**src/rtl/mac_frame_accumulator_pkg.sv**
```systemverilog
// Shared parameters for the MAC stage and its downstream frame accumulator.
// Both blocks import this package so the MAC latency is defined in one place.
package par_parameter;

    // MAC operand width minus one; the MAC result is 2*par+2 bits wide
    localparam int par = 7;

    // Clock cycles from A/B/C at the MAC input to a valid MAC output
    localparam int MAC_LAT = 3;

    // One MAC result (A*B + C), unsigned
    typedef logic [par*2+1:0] mac_t;

    // Width that holds n_terms maximum-value MAC results without overflow
    function automatic int acc_width(input int n_terms);
        return 2*par + 2 + $clog2(n_terms);
    endfunction

endpackage

```
**src/rtl/mac_frame_accumulator_if.sv**
```systemverilog
// Bus between the MAC-side environment and the frame accumulator.
// The master presents MAC results and accepts totals; the slave is the accumulator.
interface mac_frame_accumulator_if
    import par_parameter::*;
#(
    parameter int N_TERMS = 8
);

    localparam int ACC_W = acc_width(N_TERMS);
    localparam int CNT_W = $clog2(N_TERMS);

    logic             src_valid;
    mac_t             mac_out;
    logic [ACC_W-1:0] sum_data;
    logic             sum_valid;
    logic             sum_ready;
    logic [CNT_W-1:0] term_cnt;
    logic             overrun;

    modport master (
        output src_valid,
        output mac_out,
        output sum_ready,
        input  sum_data,
        input  sum_valid,
        input  term_cnt,
        input  overrun
    );

    modport slave (
        input  src_valid,
        input  mac_out,
        input  sum_ready,
        output sum_data,
        output sum_valid,
        output term_cnt,
        output overrun
    );

endinterface

```
**src/rtl/mac_frame_accumulator_valid_delay.sv**
```systemverilog
// Shift register that carries the source valid alongside the MAC pipeline,
// since the MAC stage itself has no valid signal.
module valid_delay #(
    parameter int DEPTH = 3
) (
    input  logic clk,
    input  logic rst,
    input  logic din,
    output logic dout
);

    logic [DEPTH-1:0] vld_sr;

    // Shift the valid bit one stage per clock; reset discards anything in flight
    always_ff @(posedge clk) begin
        if (rst) begin
            vld_sr <= '0;
        end else begin
            vld_sr[0] <= din;
            for (int i = 1; i < DEPTH; i++) begin
                vld_sr[i] <= vld_sr[i-1];
            end
        end
    end

    assign dout = vld_sr[DEPTH-1];

endmodule

```
**src/rtl/mac_frame_accumulator.sv**
```systemverilog
// Sums N_TERMS consecutive MAC results into one frame total and presents it
// on a valid/ready output register. Totals that complete while the previous
// one is still unread are dropped and flagged on the sticky overrun bit.
module mac_frame_accumulator
    import par_parameter::*;
#(
    parameter int N_TERMS = 8
) (
    input  logic                     clk,
    input  logic                     rst,
    mac_frame_accumulator_if.slave   bus
);

    localparam int ACC_W = acc_width(N_TERMS);
    localparam int CNT_W = $clog2(N_TERMS);
    localparam logic [CNT_W-1:0] LAST_TERM = CNT_W'(N_TERMS - 1);

    logic             term_v;
    logic [ACC_W-1:0] acc;
    logic [ACC_W-1:0] term;
    logic [ACC_W-1:0] total;
    logic [CNT_W-1:0] cnt;
    logic             frame_end;
    logic [ACC_W-1:0] sum_data_q;
    logic             sum_valid_q;
    logic             overrun_q;

    valid_delay #(
        .DEPTH (MAC_LAT)
    ) u_valid_delay (
        .clk  (clk),
        .rst  (rst),
        .din  (bus.src_valid),
        .dout (term_v)
    );

    assign term      = ACC_W'(bus.mac_out);
    assign total     = acc + term;
    assign frame_end = term_v && (cnt == LAST_TERM);

    // Accumulate aligned MAC results and count terms within the current frame
    always_ff @(posedge clk) begin
        if (rst) begin
            acc <= '0;
            cnt <= '0;
        end else if (term_v) begin
            acc <= (cnt == '0) ? term : total;
            cnt <= frame_end ? '0 : cnt + 1'b1;
        end
    end

    // Output register: load a finished total if the slot is free or being read
    always_ff @(posedge clk) begin
        if (rst) begin
            sum_data_q  <= '0;
            sum_valid_q <= 1'b0;
            overrun_q   <= 1'b0;
        end else if (frame_end) begin
            if (!sum_valid_q || bus.sum_ready) begin
                sum_data_q  <= total;
                sum_valid_q <= 1'b1;
            end else begin
                overrun_q <= 1'b1;
            end
        end else if (sum_valid_q && bus.sum_ready) begin
            sum_valid_q <= 1'b0;
        end
    end

    assign bus.sum_data  = sum_data_q;
    assign bus.sum_valid = sum_valid_q;
    assign bus.term_cnt  = cnt;
    assign bus.overrun   = overrun_q;

endmodule

```
**src/flat_wrapper.sv**
```systemverilog
// flat-port wrapper written by rule: the top's interface ports become plain ports
module mac_frame_accumulator_flat import par_parameter::*;
#(
    parameter int N_TERMS = 8
)
  (clk, rst, bus_src_valid, bus_mac_out, bus_sum_ready, bus_sum_data, bus_sum_valid, bus_term_cnt, bus_overrun);
  mac_frame_accumulator_if #(.N_TERMS(N_TERMS)) bus_i ();
  input  logic clk;
  input  logic rst;
  input wire logic [$bits(bus_i.src_valid)-1:0] bus_src_valid;
  input wire logic [$bits(bus_i.mac_out)-1:0] bus_mac_out;
  input wire logic [$bits(bus_i.sum_ready)-1:0] bus_sum_ready;
  output wire logic [$bits(bus_i.sum_data)-1:0] bus_sum_data;
  output wire logic [$bits(bus_i.sum_valid)-1:0] bus_sum_valid;
  output wire logic [$bits(bus_i.term_cnt)-1:0] bus_term_cnt;
  output wire logic [$bits(bus_i.overrun)-1:0] bus_overrun;
  assign bus_i.src_valid = bus_src_valid;
  assign bus_i.mac_out = bus_mac_out;
  assign bus_i.sum_ready = bus_sum_ready;
  assign bus_sum_data = bus_i.sum_data;
  assign bus_sum_valid = bus_i.sum_valid;
  assign bus_term_cnt = bus_i.term_cnt;
  assign bus_overrun = bus_i.overrun;
  mac_frame_accumulator #(.N_TERMS(N_TERMS)) u_core (.clk(clk), .rst(rst), .bus(bus_i));
endmodule
```
**config.mk**
```make
export PLATFORM = sky130hd
export DESIGN_NAME = mac_frame_accumulator_flat
export DESIGN_NICKNAME = d
export VERILOG_FILES = /design/src/rtl/mac_frame_accumulator_pkg.sv /design/src/rtl/mac_frame_accumulator_if.sv /design/src/rtl/mac_frame_accumulator_valid_delay.sv /design/src/rtl/mac_frame_accumulator.sv /design/src/flat_wrapper.sv
export SDC_FILE = /design/constraint.sdc
export NUM_CORES = 1
export LEC_CHECK = 0
export BUFFER_PORTS_ARGS = -buffer_cell sky130_fd_sc_hd__buf_2
export CORE_MARGIN = 2
export CORE_UTILIZATION = 52
export DETAILED_ROUTE_END_ITERATION = 8
export PLACE_DENSITY = 0.79
export REMOVE_ABC_BUFFERS = 1
export SYNTH_ARGS = -nofsm -noshare
export SYNTH_HDL_FRONTEND = slang
export SYNTH_SLANG_ARGS = --single-unit
```
**constraint.sdc**
```tcl
create_clock -name clk -period 2.06 [get_ports clk]
set_input_delay 0.103 -clock clk [delete_from_list [all_inputs] [get_ports clk]]
set_output_delay 0.103 -clock clk [all_outputs]
set_load 0.1 [all_outputs]
```
; ---- Word-level counts from Yosys, hierarchy flattened
; Cells that the tools add are included.
[word_totals]
reg_bits = 46
input_bits = 20
out_inout_bits = 24
wordCells = 25
[classes]
n_addsub = 2
n_eq_ne = 2
n_mux = 5
bitwise = 1
reduce_logical = 9
[op_table]
columns = cell, count
row1 = adder 19 x 16 -> 19 bit, 1
row2 = 2-to-1 mux 19 bit, 1
row3 = AND reduction 2 bit, 3
row4 = "adder 3 x 1 -> 3 bit, second input constant", 1
row5 = "equality test 3 bit, second input constant", 1
row6 = zero test 3 bit, 1
row7 = 2-to-1 mux 1 bit, 3
row8 = 2-to-1 mux 3 bit, 1
row9 = logical AND 1 bit, 2
row10 = "inequality test 2 bit, second input constant", 1
row11 = nonzero test 2 bit, 1
row12 = zero test 1 bit, 1
row13 = logical OR 1 bit, 1
row14 = NOT 1 bit, 1

; ---- Logic depth before layout (Yosys ltp)
; Gate-level depths: netlist of the first run.
[depth]
ltp_word = 4
mapped_depth = 9
depth_no_buf = 9

; ---- Modules after synthesis
; Synthesis of the first run repeated with hierarchy kept, for this count alone.
[unflattened]
cells_unflattened = 363
hier_area_um2 = 2872.8
[modules_own_cells]
columns = module, instances, cells_per_inst, area_each_um2, seq_area_each_um2
row1 = mac_frame_accumulator, 1, 357, 2793.9, 860.8
row2 = valid_delay, 1, 6, 78.8, 60.1

; ---- Least setup slack after synthesis of the first run
; Ideal clock, no wire load.
[synth_timing]
path_type = flip-flop to flip-flop
from = reg u_core.cnt[0] (netlist: u_core.bus.term_cnt[0])
to = reg u_core.sum_data_q[16] (netlist: u_core.bus.sum_data[16])
setup_ns = 0.079
arrival_time_ns = 2.414
required_ns = 1.981
slack_ns = -0.433
stages_incl_launch_ff = 8
path_buffers = 1
period_less_slack_ns = 2.493
path_cell_list = dfxtp_1 > ha_1 > ha_1 > nand2_1 > nor2_1 > clkbuf_1 > nand4_1 > o211ai_1
[synth_between]
elab_chain_cells = 3
[synth_rtl]
columns = element, line
row1 = from (decl), mac_frame_accumulator.sv:22  ; logic [CNT_W-1:0] cnt;
row2 = from (signal assigned), mac_frame_accumulator.sv:48  ; cnt <= frame_end ? '0 : cnt + 1'b1;
row3 = equality test 3 bit, mac_frame_accumulator.sv:39  ; assign frame_end = term_v && (cnt == LAST_TERM);
row4 = logical AND 1 bit, mac_frame_accumulator.sv:39
row5 = AND reduction 2 bit (no source line), n/a
row6 = to (signal assigned), mac_frame_accumulator.sv:60  ; sum_data_q <= total;
row7 = to (decl), mac_frame_accumulator.sv:24  ; logic [ACC_W-1:0] sum_data_q;
; Every way passes these cells.
; A chain may end at the register's enable or synchronous reset.

; ---- Worst setup path after layout of the first run
[layout_timing]
from = reg u_core.acc[0]
to = reg u_core.acc[10]
[layout_between]
elab_chain_cells = 2
[layout_rtl]
columns = element, line
row1 = from (decl), mac_frame_accumulator.sv:19  ; logic [ACC_W-1:0] acc;
row2 = from (signal assigned), mac_frame_accumulator.sv:47  ; acc <= (cnt == '0) ? term : total;
row3 = adder 19 x 16 -> 19 bit, mac_frame_accumulator.sv:38  ; assign total = acc + term;
row4 = 2-to-1 mux 19 bit, mac_frame_accumulator.sv:47
; Every way passes these cells.

==> results of run 1 <==
-- worst register-to-register path, cell delays in order, from the launching register on --
cell and delay [ns]:
sky130_fd_sc_hd__dfxtp_2 0.37, sky130_fd_sc_hd__ha_4 0.14, sky130_fd_sc_hd__inv_2 0.04, sky130_fd_sc_hd__fa_2 0.33, sky130_fd_sc_hd__and2b_2 0.26, sky130_fd_sc_hd__o2111ai_4 0.14, sky130_fd_sc_hd__a21oi_4 0.31, sky130_fd_sc_hd__buf_6 0.15
sky130_fd_sc_hd__or3_4 0.12, sky130_fd_sc_hd__nand3_2 0.07, sky130_fd_sc_hd__a311oi_1 0.24
-- synth_stat cells (6+ instances only) --
cell type                  number  area [um2]
sky130_fd_sc_hd__o211ai_1       7        52.6
sky130_fd_sc_hd__clkbuf_1      11        41.3
sky130_fd_sc_hd__nand3b_1       8        60.1
sky130_fd_sc_hd__ha_1          19         238
sky130_fd_sc_hd__nor2_1        36         135
sky130_fd_sc_hd__or3_1          9        56.3
sky130_fd_sc_hd__a311oi_1      12         105
sky130_fd_sc_hd__a21o_1         7        52.6
sky130_fd_sc_hd__o21ai_0       13        65.1
sky130_fd_sc_hd__a21oi_1       29         145
sky130_fd_sc_hd__nand3_1       12        60.1
sky130_fd_sc_hd__inv_1          9        33.8
sky130_fd_sc_hd__dfxtp_1       46         921
sky130_fd_sc_hd__nand2_1       54         203
sky130_fd_sc_hd__a211oi_1       6        45.0
-- cells in the final DEF, fill, tap and decap left out, types with 5 or more instances in the layout --
cell type | netlist | final
sky130_fd_sc_hd__a21o_1 | 7 | 7
sky130_fd_sc_hd__a21oi_1 | 29 | 24
sky130_fd_sc_hd__a311oi_1 | 12 | 11
sky130_fd_sc_hd__buf_2 | 4 | 43
sky130_fd_sc_hd__buf_4 | 1 | 26
sky130_fd_sc_hd__buf_6 | 3 | 5
sky130_fd_sc_hd__clkbuf_8 | 1 | 5
sky130_fd_sc_hd__dfxtp_1 | 46 | 43
sky130_fd_sc_hd__ha_1 | 19 | 8
sky130_fd_sc_hd__ha_4 | 0 | 10
sky130_fd_sc_hd__inv_1 | 9 | 8
sky130_fd_sc_hd__nand2_1 | 54 | 52
sky130_fd_sc_hd__nand2b_1 | 5 | 5
sky130_fd_sc_hd__nand3_1 | 12 | 11
sky130_fd_sc_hd__nand3b_1 | 8 | 8
sky130_fd_sc_hd__nor2_1 | 36 | 35
sky130_fd_sc_hd__nor2b_1 | 5 | 5
sky130_fd_sc_hd__o211ai_1 | 7 | 7
sky130_fd_sc_hd__o21ai_0 | 13 | 11
sky130_fd_sc_hd__or3_1 | 9 | 8
-- final cells by class --
| type | instances | area [um2] |
|---|---|---|
| sequential | 46 | 927 |
| clock inverter | 3 | 43.8 |
| inverter | 9 | 33.8 |
| fill | 446 | 1700 |
| tap | 72 | 90.1 |
| timing repair buffer | 75 | 477 |
| multi-input combinational | 284 | 2100 |
| clock buffer | 5 | 68.8 |
-- registers in the layout, indices dropped and copies added, names as in the netlist --
| name | cells |
|---|---|
| u_core.bus.term_cnt | 3 |
| u_core.acc | 19 |
| u_core.bus.sum_data | 19 |
| u_core.bus.overrun | 1 |
| u_core.u_valid_delay.vld_sr | 3 |
| u_core.bus.sum_valid | 1 |
-- timing repair --
action                                 4_1_cts  5_1_grt
hold buffers                                 1        0
gates resized for setup                     36       20
buffers inserted                             4        5
pin swaps                                   21       19
setup endpoints to repair                   18       25
endpoints found under the hold margin        1        0
-- stage by stage --
| step | hold WS (ns) | total power, mW | utilization (%) | setup TNS [ns] |
|---|---|---|---|---|
| 2_1_floorplan | 0.171 | 1.12 | - | -10.08 |
| 3_3_place_gp | 0.324 | 1.22 | 59.5 | -2.15 |
| 3_5_place_dp | 0.333 | 1.23 | 59.5 | -3.16 |
| 4_1_cts | 0.0741 | 1.96 | 66.0 | -1.35 |
| 5_1_grt | 0.0928 | 2.08 | 68.8 | -2.80 |
| 6_report | 0.0812 | 2.00 | 68.8 | -1.61 |
-- metal layers --
layer | global-route usage [%] | part of all wire (%)
met1 | 30.1 | 43
met5 | 0 | 0
met2 | 47.2 | 49
met4 | 7.54 | 2.5
met3 | 3.68 | 5.2
-- kinds of logic after synthesis --
family	count (synthesis)	share of synthesized area, %
adders and majority gates	20	8.91
buffers and inverters	30	5.49
and+or+nand+nor	151	25.2
DFF	46	31.8
AOI/OAI and AO/OA	99	24.0
muxes	5	1.77
xor gates and xnor gates	9	2.72
-- power groups by stage --
stage	Sequential [mW]	Combinational, mW	Clock, mW
3_3_place_gp	0.930	0.290	0
2_1_floorplan	0.940	0.182	0
3_5_place_dp	0.931	0.298	0
5_1_grt	0.915	0.421	0.740
6_report	0.913	0.384	0.699
4_1_cts	0.913	0.338	0.708
-- worst max-delay path by stage --
stage                      startpoint                      end  slack [ns]  cells after the start
6_report                u_core.acc[0]           u_core.acc[10]       -0.19                     10
5_1_grt                 u_core.acc[0]           u_core.acc[10]       -0.26                     10
4_1_cts                 u_core.acc[0]  u_core.bus.sum_data[14]       -0.17                      9
3_5_place_dp            u_core.acc[0]           u_core.acc[16]       -0.45                      9
3_3_place_gp            u_core.acc[0]           u_core.acc[16]       -0.36                      9
2_1_floorplan  u_core.bus.term_cnt[0]  u_core.bus.sum_data[12]       -0.75                      7
==> summary.md, run 1 <==
- **non-filler cells, final** 494
- **pre-CTS setup slack** -0.453 ns
- **number of endpoints with negative hold slack in the final report** 0
- **# setup viols final** 15
- **worst-case hold path end point** u_core.acc[8]
- **number of maximum-capacitance constraint violations** 0
- **final WL** 7.74 mm
- **slowest stage cell, crit path** sky130_fd_sc_hd__dfxtp_2
- **Final Slew Violations** 0
- **Final Worst Setup Slack** -0.192 ns
- **DP Area** 3240 um2
- **area of the die** 6180 um2
- **Setup crit end kind** register
- **antenna violations before repair** 0
- **count of mapped cells out of synthesis** 360
- **number of clock buffers inserted by TritonCTS** 5
- **post-placement cell count** 476
- **transition time of the tightest slew-check pin** 0.528 ns
- **biggest fanout along the worst timing path** 5
- **number of register bits inferred by synthesis** 46
- **Post-route DRC** 0
- **Final Wtd Congestion** 0.885
- **Data arrival, critical path** 2.47 ns
- **summed area of non-filler cells in the final layout** 3740 um2
- **share of async-settable or async-resettable flops after synthesis** 0%
- **CP Cell Sequence** ha_4 -> inv_2 -> fa_2 -> and2b_2 -> o2111ai_4 -> a21oi_4 -> buf_6 -> or3_4 -> nand3_2 -> a311oi_1
- **sequential element share of the synthesized area** 31.8%
- **Fmax** 444 MHz
- **die width** 78.6 um
- **synthesized area divided by synthesized cell count** 8.04 um2
- **post-synthesis instance area** 2890 um2
- **violations in the final reports** negative setup slack
- **r2r setup slk** -0.19 ns
- **status** finished, violations left
- **clock input transition at the sequential cells of the worst setup and hold paths** 0.10 ns
- **first-pass GRT wire length** 12.7 mm
- **global-route usage over all layers** 25.4%
- **Core Area** 5440 um2
- **number of port buffers** 43
- **EDFF count, synth** 0
- **via count of the first global-routing pass** 2869
- **drt via density** 5.86
- **switching power of the nets** 0.559 mW
- **most instantiated flip-flop cell in the synthesis netlist** sky130_fd_sc_hd__dfxtp_1
- **total via count in the routed design** 2896
- **path type of the worst setup path** reg -> reg
- **number of search-and-repair iterations in the first detailed-routing pass** 4
- **CTS sink cnt** 46
- **total gr overflow** 0
- **Setup crit start kind** register
- **clock insertion delay at the later pin of the skew report** 0.31 ns
- **NumNets Final** 461
- **Worst Reg2Reg Path Length in Cells** 10
- **clock network fraction of design power** 35.0%
- **antenna diode instance count** 0
- **Antenna Violating Nets Remaining** 0
- **worst IR drop on VDD** 350 uV
- **Switching Fraction** 28.0%
- **min cycle time layout** 2.25 ns
- **Distinct cells, synth** 54
- **TritonCTS clock tree** built
- **internal power** 1.44 mW
- **reg-to-reg critical path startpoint** u_core.acc[0]
- **share of power burned in registers** 45.7%
- **count of yosys warnings during synthesis** 0
- **buffers from clock root to sink, at most** 2
- **Critical Path RT** 2.28 ns
- **IO Pins** 44
- **Tcrit/Tclk final** 109%
- **ratio of cells with drive above 1 in the final layout** 30.6%
- **cell leakage power** 1.52 nW
- **starting density of the core** 53.2%
- **pwr/cell area** 534 nW/um2
- **root buffer cell** sky130_fd_sc_hd__clkbuf_8
- **total buffers and inverters traversed by the critical path** 2
- **Max transition margin** 64.6%
- **pin count of the biggest net entering global routing** 32
- **Largest stage delay, worst path** 0.37 ns
- **area growth from synthesis to layout** 29.3%
- **unrepaired setup endpoints after global routing** yes
- **worst hold-check path type** in -> reg
- **Layout Skew** 0.00803 ns
- **critical path's top delay family** compound AO/OA/AOI/OAI gates
- **hold path depth** 3
- **routed wire length per instance** 15.7 um
- **part of the total power dissipated in combinational logic** 19.2%
- **1st-iter DRT viols** 112
- **Worst R2R End** u_core.acc[10]
- **half-perimeter wire length after placement** 5.21 mm
- **# rows** 27
- **start point of the worst hold path** bus_mac_out[8]
- **Die H** 78.6 um
- **deepest level of the CTS H-tree** 2
(Power assumes the default switching activity.)
==> inputs of run 2 (changes only) <==
Settings changed: BUFFER_PORTS_ARGS -buffer_cell sky130_fd_sc_hd__buf_2 to default, CORE_UTILIZATION 52 to 57, DONT_BUFFER_PORTS from default to 1, PLACE_DENSITY 0.79 to 0.77.
==> summary.md, run 2 (synthesis gave the netlist of run 1 again) <==
- **status** finished, violations left
- **violations in the final reports** negative setup slack
- **Data arrival, critical path** 2.41 ns, -0.06 ns
- **# rows** 25, -7.4%
- **Largest stage delay, worst path** 0.36 ns, about the same
- **transition time of the tightest slew-check pin** 0.504 ns, -0.0241 ns
- **Switching Fraction** 28.9%, +0.91 points
- **Critical Path RT** 2.28 ns, about the same
- **summed area of non-filler cells in the final layout** 3770 um2, +0.67%
- **worst IR drop on VDD** 460 uV, +31%
- **half-perimeter wire length after placement** 5.03 mm, -3.3%
- **1st-iter DRT viols** 173, +54%
- **Setup crit start kind** register
- **Fin Setup TNS** -0.732 ns, +0.873 ns
- **cell leakage power** 1.47 nW, -3.0%
- **starting density of the core** 60.1%, +6.9 points
- **NumNets Final** 452, -2.0%
- **number of search-and-repair iterations in the first detailed-routing pass** 4, unchanged
- **pre-CTS setup slack** -0.275 ns, +0.177 ns
- **Antenna Violating Nets Remaining** 0, unchanged
- **first-pass GRT wire length** 12.0 mm, -5.9%
- **Layout Skew** 0.00844 ns, +0.000404 ns
- **post-placement cell count** 456, -4.2%
- **Final Worst Setup Slack** -0.134 ns, +0.0581 ns
- **CTS sink cnt** 46, unchanged
- **Power, Total** 1.83 mW, -8.4%
- **Final Slew Violations** 0, unchanged
- **number of endpoints with negative hold slack in the final report** 0, unchanged
- **biggest fanout along the worst timing path** 4, -1
- **most used cells in the layout excluding fill and tap cells** sky130_fd_sc_hd__nand2_1, sky130_fd_sc_hd__buf_4, sky130_fd_sc_hd__dfxtp_1
- **clock network fraction of design power** 30.0%, -5.0 points
- **area growth from synthesis to layout** 30.2%
- **Tcrit/Tclk final** 106%, -2.8 points
- **root buffer cell** sky130_fd_sc_hd__clkbuf_8
- **IO Pins** 44, unchanged
- **part of the total power dissipated in combinational logic** 20.1%, +0.9 points
- **slowest stage cell, crit path** sky130_fd_sc_hd__dfxtp_2
- **global-route usage over all layers** 27.4%, +1.9 points
- **TritonCTS clock tree** built
- **final WL** 7.99 mm, +3.2%
- **Core Area** 4820 um2, -11%
- **clock insertion delay at the later pin of the skew report** 0.31 ns, about the same
- **number of maximum-capacitance constraint violations** 0, unchanged
- **Final Wtd Congestion** 0.931, +5.3%
- **min cycle time layout** 2.19 ns, -0.0581 ns
- **CP Cell Sequence** ha_4 -> inv_2 -> fa_2 -> and2b_1 -> o2111ai_2 -> a21oi_4 -> buf_4 -> nor2_4 -> mux2i_1 -> a311oi_1
- **number of port buffers** 0, -100%
- **ratio of cells with drive above 1 in the final layout** 27.4%, -3.1 points
- **deepest level of the CTS H-tree** 2, unchanged
- **switching power of the nets** 0.529 mW, -5.4%
- **path type of the worst setup path** reg -> reg
- **total via count in the routed design** 2880, -0.55%
- **worst hold-check path type** in -> reg
- **DP Area** 3240 um2, about the same
- **clock input transition at the sequential cells of the worst setup and hold paths** 0.09 ns, about the same
- **area of the die** 5660 um2, -8.3%
- **share of power burned in registers** 50.0%, +4.3 points
- **Setup crit end kind** register
- **drt via density** 6.01, +2.6%
- **non-filler cells, final** 479, -3.0%
- **Fmax** 456 MHz, +2.6%
- **number of clock buffers inserted by TritonCTS** 5, unchanged
- **die width** 75.2 um, -4.3%
- **unrepaired setup endpoints after global routing** yes
- **Max transition margin** 66.3%, +1.6 points
- **pwr/cell area** 486 nW/um2, -9.0%
- **antenna diode instance count** 0, unchanged
- **pin count of the biggest net entering global routing** 44, +38%
- **most common cell after layout, fill and taps aside** sky130_fd_sc_hd__nand2_1
- **# setup viols final** 10, -5
- **total gr overflow** 0, unchanged
- **routed wire length per instance** 16.7 um, +6.4%
- **antenna violations before repair** 0, unchanged
- **total buffers and inverters traversed by the critical path** 2, unchanged
- **Post-route DRC** 0, unchanged
- **buffers from clock root to sink, at most** 2, unchanged
- **critical path's top delay family** compound AO/OA/AOI/OAI gates
- **internal power** 1.30 mW, -9.5%
- **via count of the first global-routing pass** 2716, -5.3%
- **Die H** 75.2 um, -4.3%
==> run 2: changes by cell type in the layout (fill, tap and decap cells not counted), moves of 2 or more <==
cell                            before  now
sky130_fd_sc_hd__buf_12              0    2
sky130_fd_sc_hd__buf_2              43    0
sky130_fd_sc_hd__buf_4              26   51
sky130_fd_sc_hd__buf_6               5    2
sky130_fd_sc_hd__or3_1               8    6
sky130_fd_sc_hd__nand3_2             1    3
sky130_fd_sc_hd__dfxtp_2             2    4
sky130_fd_sc_hd__or3_4               1    3
sky130_fd_sc_hd__nand3_1            11    9
sky130_fd_sc_hd__ha_4               10    7
sky130_fd_sc_hd__dlygate4sd3_1       1   11
sky130_fd_sc_hd__ha_2                1    3
==> run 2: area by class of cell <==
cell class	instances	area, um2
Clock buffer	5	68.8
Clock inverter	2	10.0
Fill cell	350	1050
Inverter	9	33.8
Multi-Input combinational cell	284	2090
Sequential cell	46	926
Tap cell	67	83.8
Timing Repair Buffer	66	556
==> run 2: power groups by stage <==
stage          logic [mW]  registers (mW)  clock network [mW]
2_1_floorplan       0.182           0.940                   0
5_1_grt             0.399           0.915               0.580
3_3_place_gp        0.259           0.931                   0
4_1_cts             0.320           0.911               0.546
3_5_place_dp        0.266           0.931                   0
6_report            0.367           0.914               0.549
==> run 2: final timing paths <==
| path | start | end | slack [ns] | cells past startpoint |
|---|---|---|---|---|
| setup reg to reg | u_core.acc[0] | u_core.acc[14] | -0.13 | 10 |
| setup / recovery | u_core.acc[0] | u_core.acc[14] | -0.13 | 10 |
| hold / removal | rst | u_core.bus.sum_data[13] | 0.002 | 2 |
| hold reg to reg | u_core.u_valid_delay.vld_sr[1] | u_core.u_valid_delay.vld_sr[2] | 0.44 | 1 |
==> run 2: repair_timing <==
| action | 4_1_cts | 5_1_grt |
|---|---|---|
| endpoints found under the setup margin | 21 | 25 |
| pin swaps | 16 | 18 |
| setup buffers | 1 | 3 |
| endpoints found under the hold margin | 42 | 0 |
| hold buffers | 12 | 0 |
| resized for setup | 20 | 35 |
==> run 2: through the flow <==
stage | hold WS [ns] | utilization, %
2_1_floorplan | 0.171 | -
3_3_place_gp | 0.176 | 67.2
3_5_place_dp | 0.179 | 67.2
4_1_cts | 0.00219 | 73.6
5_1_grt | 0.00784 | 78.2
6_report | 0.00173 | 78.2
==> run 2: layer usage <==
| metal | global-route usage [%] | wire, um |
|---|---|---|
| met5 | 0 | 0 |
| met4 | 11.9 | 115 |
| met3 | 5.09 | 495 |
| met2 | 46.8 | 4000 |
| met1 | 33.7 | 3380 |
